===== src/rtl/fpga_io_bank_ctrl.sv =====
// Fabric-side controller for a bank of pad cells: registered, isolation-gated output path
// and a synchronised, turnaround-blanked, glitch-filtered input path with sticky edge flags.
module fpga_io_bank_ctrl #(
  parameter int WIDTH  = 8,
  parameter int FILT_W = 4
) (
  input  logic              clk,
  input  logic              reset,
  input  logic              io_isol_n,
  input  logic [WIDTH-1:0]  fab_out,
  input  logic [WIDTH-1:0]  fab_dir,
  output logic [WIDTH-1:0]  fpga_out,
  output logic [WIDTH-1:0]  fpga_dir,
  input  logic [WIDTH-1:0]  fpga_in,
  input  logic [FILT_W-1:0] filt_len,
  output logic [WIDTH-1:0]  fab_in,
  output logic [WIDTH-1:0]  rise_evt,
  output logic [WIDTH-1:0]  fall_evt,
  input  logic [WIDTH-1:0]  evt_clr
);

  logic              iso_meta_q, iso_meta_d;
  logic              iso_ok_q, iso_ok_d;
  logic [WIDTH-1:0]  in_meta_q, in_meta_d;
  logic [WIDTH-1:0]  sync_q, sync_d;
  logic [WIDTH-1:0]  fpga_out_q, fpga_out_d;
  logic [WIDTH-1:0]  fpga_dir_q, fpga_dir_d;
  logic [WIDTH-1:0]  fab_in_q, fab_in_d;
  logic [WIDTH-1:0]  rise_q, rise_d;
  logic [WIDTH-1:0]  fall_q, fall_d;
  logic [FILT_W-1:0] cnt_q [WIDTH];
  logic [FILT_W-1:0] cnt_d [WIDTH];
  logic [1:0]        blank_q [WIDTH];
  logic [1:0]        blank_d [WIDTH];
  logic [WIDTH-1:0]  filt_en;
  logic [FILT_W-1:0] filt_lim;

  always_comb begin
    iso_meta_d = io_isol_n;
    iso_ok_d   = iso_meta_q;
    in_meta_d  = fpga_in;
    sync_d     = in_meta_q;
    fpga_out_d = iso_ok_q ? fab_out : '0;
    fpga_dir_d = iso_ok_q ? fab_dir : '0;
    // A zero filter length behaves like length one: accept on the first differing edge.
    filt_lim   = (filt_len == '0) ? '0 : filt_len - FILT_W'(1);
    fab_in_d   = fab_in_q;
    rise_d     = rise_q & ~evt_clr;
    fall_d     = fall_q & ~evt_clr;
    filt_en    = '0;
    for (int i = 0; i < WIDTH; i++) begin
      cnt_d[i]   = cnt_q[i];
      blank_d[i] = blank_q[i];
      if (fpga_dir_q[i]) begin
        blank_d[i] = 2'd2;
      end else if (blank_q[i] != 2'd0) begin
        blank_d[i] = blank_q[i] - 2'd1;
      end
      filt_en[i] = !fpga_dir_q[i] && (blank_q[i] == 2'd0) && iso_ok_q;
      if (!filt_en[i] || (sync_q[i] == fab_in_q[i])) begin
        cnt_d[i] = '0;
      end else if (cnt_q[i] == filt_lim) begin
        cnt_d[i]    = '0;
        fab_in_d[i] = sync_q[i];
        if (sync_q[i]) begin
          rise_d[i] = 1'b1;
        end else begin
          fall_d[i] = 1'b1;
        end
      end else begin
        cnt_d[i] = cnt_q[i] + FILT_W'(1);
      end
    end
  end

  always_ff @(posedge clk or posedge reset) begin
    if (reset) begin
      iso_meta_q <= 1'b0;
      iso_ok_q   <= 1'b0;
      in_meta_q  <= '0;
      sync_q     <= '0;
      fpga_out_q <= '0;
      fpga_dir_q <= '0;
      fab_in_q   <= '0;
      rise_q     <= '0;
      fall_q     <= '0;
      for (int i = 0; i < WIDTH; i++) begin
        cnt_q[i]   <= '0;
        blank_q[i] <= '0;
      end
    end else begin
      iso_meta_q <= iso_meta_d;
      iso_ok_q   <= iso_ok_d;
      in_meta_q  <= in_meta_d;
      sync_q     <= sync_d;
      fpga_out_q <= fpga_out_d;
      fpga_dir_q <= fpga_dir_d;
      fab_in_q   <= fab_in_d;
      rise_q     <= rise_d;
      fall_q     <= fall_d;
      for (int i = 0; i < WIDTH; i++) begin
        cnt_q[i]   <= cnt_d[i];
        blank_q[i] <= blank_d[i];
      end
    end
  end

  assign fpga_out = fpga_out_q;
  assign fpga_dir = fpga_dir_q;
  assign fab_in   = fab_in_q;
  assign rise_evt = rise_q;
  assign fall_evt = fall_q;

endmodule


===== config.mk =====
export PLATFORM = sky130hd
export DESIGN_NAME = fpga_io_bank_ctrl
export DESIGN_NICKNAME = d
export VERILOG_FILES = /design/src/rtl/fpga_io_bank_ctrl.sv
export SDC_FILE = /design/constraint.sdc
export NUM_CORES = 1
export LEC_CHECK = 0
export ABC_AREA = 1
export BUFFER_PORTS_ARGS = -buffer_cell sky130_fd_sc_hd__buf_4
export CORE_UTILIZATION = 56
export DETAILED_ROUTE_END_ITERATION = 6
export GPL_TIMING_DRIVEN = 0
export PLACE_DENSITY = 0.83
export SLEW_MARGIN = 30
export SYNTH_ARGS = -nofsm -noshare
export SYNTH_HDL_FRONTEND = slang
export SYNTH_SLANG_ARGS = --single-unit

===== constraint.sdc =====
create_clock -name clk -period 4.4 [get_ports clk]
set_clock_uncertainty 0.2 [all_clocks]
set_input_delay 0.66 -clock clk [delete_from_list [all_inputs] [get_ports clk]]
set_output_delay 0.66 -clock clk [all_outputs]
set_load 0.01 [all_outputs]

* Yosys cells after proc, flatten, opt, wreduce, memory -nomap -nowiden
Cells that the tools add are included.
Storage, ports and cells: register bits 106, bits of input ports 39
Operators by class: reduce and logical (&&, ||, !) cells 73, equal/unequal tests 16, add/sub/neg operators 17, muxes and demuxes 83, bitwise gates (word level) 11
Operator list (number):
- $mux W4 | 17
- $mux W1 | 48
- $add A4 B1 Y4 const B | 8
- $eq A4 B4 Y1 | 8
- $mux W2 | 16
- $reduce_bool A2 Y1 | 16
- $and A8 B8 Y8 | 2
- $logic_and A1 B1 Y1 | 16
- $logic_not A1 Y1 | 16
- $logic_not A2 Y1 | 8
- $mux W8 | 2
- $reduce_and A2 Y1 | 8
- $sub A2 B1 Y2 const B | 8
- $eq A1 B1 Y1 | 8
- $logic_or A1 B1 Y1 | 8
- $not A1 Y1 | 8
- $not A8 Y8 | 1
- $logic_not A4 Y1 | 1
- $sub A4 B1 Y4 const B | 1

* Depth between registers and ports, before layout
word-level depth 7, mapped depth 10, mapped depth without buffers 10

* Worst setup path before layout
No wires, ideal clock.
kind input to register, from in filt_len[1], to reg cnt_q[12] in the netlist's numbering, arrival 1.499 ns, setup time 0.121 ns, data required time 4.079 ns, path buffers 0, slack 2.580 ns, cell stages on the path 8, cells stage by stage o21ai_2 -> nand2_4 -> nand2_1 -> nand2_1 -> nor2_2 -> nand2_1 -> nand2_2 -> nor2_1
RTL lines:
- from (decl) | line 15 | input logic [FILT_W-1:0] filt_len,
- to (signal, indexed assignment) | line 102 | cnt_q[i] <= cnt_d[i];
- to (decl) | line 31 | logic [FILT_W-1:0] cnt_q [WIDTH];

==> out/results.tsv <==
metric	value	unit
dp_slack	2060	ps
crit_chain	buf_4 -> o21ai_2 -> nand2_4 -> nand2_1 -> nand2_1 -> nor2_2 -> nand2_1 -> nand2_2 -> nor2_1	
syn_area_per_cell	8.74	um^2
postRouteWirelength	9830	um
intPower	1.67	mW
areaGrowthSynthToFinish	19.7	%
track_usage	0.241	
crit_top_cell	nand2_1	
post_cts_buffers	0	
slowest_stage	o21ai_2	
insertedDiodeCount	0	
cp_data_arrival_time	2010	ps
required	4440	ps
ys_top_cells_by_area	dfrtp_1 54%, nand2_1 11%, inv_1 7.3%	
synth_cells	563	
drt_iter0_markers	187	
cts_buffers	9	
leakage	3.17	nW
crit_buf_inv	1	
portBuffers	78	
slew_headroom	0.589	
path_class	input pin to flop	
slew_violations	0	
worstReg2RegStart	iso_ok_q	
cts_tree	built	
yosysWarnings	0	
io_pins	79	
setup_viol	0	
ys_types	21	
cp_max_fo	9	
timing.final.ws_setup	2430	ps
min_path_type	input pin to async pin	
rows	33	
synth_top_area_cell	dfrtp_1	
drive_gt1_frac	0.201	
endpoint_kind	flop	
outcome	finished, final reports clean	
max_stage_delay	480	ps
vias	3851	
fp.coreArea	8340	um^2
cp_top_family	simple AND/OR/NAND/NOR gates	
drc	0	
switchingPower	0.716	mW
cts.sinks	106	
first_pass_iters	4	
ys_seq_area_frac	0.539	
syn_area	4920	um^2
hpwlAfterDp	7070	um
period_needed	1970	ps
nets	708	
maxCapViolCount	0	
tns	0	ps
clk_latency	350	ps
grt-ovfl-total	0	
clockBufferDepth	2	
vias_per_cell	5.05	
synth_nets	618	
rsz0062_at_grt	no	
timing.fmax	0.507	GHz
crit_path_start_kind	input pin	
swShare	0.300	
grt_pass1_wl	16600	um
finalHoldViolCount	0	
grt_max_degree	58	
grt_pass1_vias	3952	
synth_top_cell_area_share	0.539	
die_h	95.7	um
tightestPinTransition	616	ps
powerDensity	405	nW/um^2
hold_ws	122	ps
routedWlPerCell	12.9	um
grt_antenna_before_repair	0	
hold_buffers	0	
fin_crit_sh	0.448	
clock-root-buffer	clkbuf_8	
ant_nets	0	
r2r_slack	2620	ps
pwr-share-comb	0.233	
cts_resized	0	
worstSetupStartpoint	filt_len[1]	
clk_transition_reported_paths	100	ps
cts.htree.levels	3	
vdd_ir_drop_max	0.265	mV
pwr-share-clk	0.271	
sequentialPowerShare	0.496	
die_x	95.7	um
die_area	9160	um^2
start_util	0.590	
place.gp.congestion	0.773	
synth-seq-cells	106	
cells in the mapped netlist (all sizes together):
master  number
buf          2
nand3       43
xor2        11
o21ai       14
nand3b       6
nand2      161
xnor2       16
nand4       16
inv         98
a21oi       13
nor2        61
ha          16
dfrtp      106
power groups by stage:
stage | logic [mW] | registers [mW] | clock network (mW)
global placement | 0.507 | 1.19 | 0
floorplan | 0.360 | 1.20 | 0
detailed placement | 0.555 | 1.20 | 0
global route | 0.638 | 1.20 | 0.695
CTS | 0.562 | 1.18 | 0.663
finish | 0.555 | 1.18 | 0.647
through the flow:
stage          power [mW]  utilization  cell area (um^2)  cells
2_1_floorplan        1.56            -              4920    563
3_3_place_gp         1.70        0.676              5640    746
3_5_place_dp         1.76        0.680              5670    747
4_1_cts              2.41        0.706              5890    762
5_1_grt              2.53        0.706              5890    762
6_report             2.39        0.706              5890    762
layout make-up:
class / instances / area [um^2]
Timing Repair Buffer: 79 / 613
Tap cell: 105 / 131
Clock buffer: 11 / 141
Buffer: 2 / 8.76
Multi-Input combinational cell: 357 / 1890
Clock inverter: 4 / 76.3
Inverter: 98 / 373
Fill cell: 623 / 2450
Sequential cell: 106 / 2650
layer usage:
| metal | up-vias | track usage | wire length (um) |
|---|---|---|---|
| met5 | - | 0 | 0 |
| met4 | 0 | 0.126 | 244 |
| met3 | 21 | 0.0403 | 375 |
| met2 | 81 | 0.446 | 5180 |
| met1 | 1829 | 0.263 | 4040 |
| li1 | 1920 | - | - |
cells by family after synthesis:
group,synth area share
and+or+nand+nor,0.267
DFF,0.539
buffers and inverters,0.0766
AOI/OAI and AO/OA,0.0282
xor gates and xnor gates,0.0481
adders and majority gates,0.0407
cell usage in the layout, fill, tap and decap left out:
cell / synthesis / final
nand3_1: 42 / 42
nand4_1: 16 / 16
bufinv_16: 0 / 2
buf_4: 0 / 78
nand2_4: 5 / 5
nor2_1: 45 / 45
nand3b_1: 6 / 6
inv_6: 0 / 1
nor2_4: 2 / 2
clkinv_4: 0 / 1
clkbuf_1: 0 / 1
buf_1: 1 / 1
clkbuf_8: 0 / 10
nor2_2: 14 / 14
buf_16: 0 / 1
ha_1: 16 / 16
inv_2: 3 / 3
inv_1: 95 / 94
o21ai_2: 1 / 1
nand2_2: 11 / 11
nand2_1: 145 / 145
dfrtp_1: 106 / 106
clkinvlp_4: 0 / 1
a21oi_1: 13 / 13
o21ai_0: 13 / 13
xor2_1: 11 / 11
nand3_2: 1 / 1
xnor2_1: 16 / 16
buf_2: 1 / 1
state kept, by name, indices dropped and copies added (netlist names):
signal      flops
rise_evt        8
fpga_dir        8
fall_evt        8
fpga_out        8
cnt_q          32
fab_in          8
iso_ok_q        1
sync_q          8
blank_q        16
iso_meta_q      1
in_meta_q       8
worst reg2reg max path, cell delays in order (launching register included):
cell and delay, ps:
dfrtp_1 470, buf_2 310, buf_1 520, nand2_1 130, inv_1 100
path summary, 6_finish.rpt:
kind                                    end  cells past startpoint
min in group clk                  sync_q[6]                      0
worst max register to register  fpga_dir[4]                      4
worst min register to register    sync_q[6]                      0
max in group asynchronous         fab_in[4]                      3
worst min-delay path              sync_q[1]                      2
worst max-delay path               cnt_q[6]                      9
Note: power is estimated with default switching activity, not from simulation.
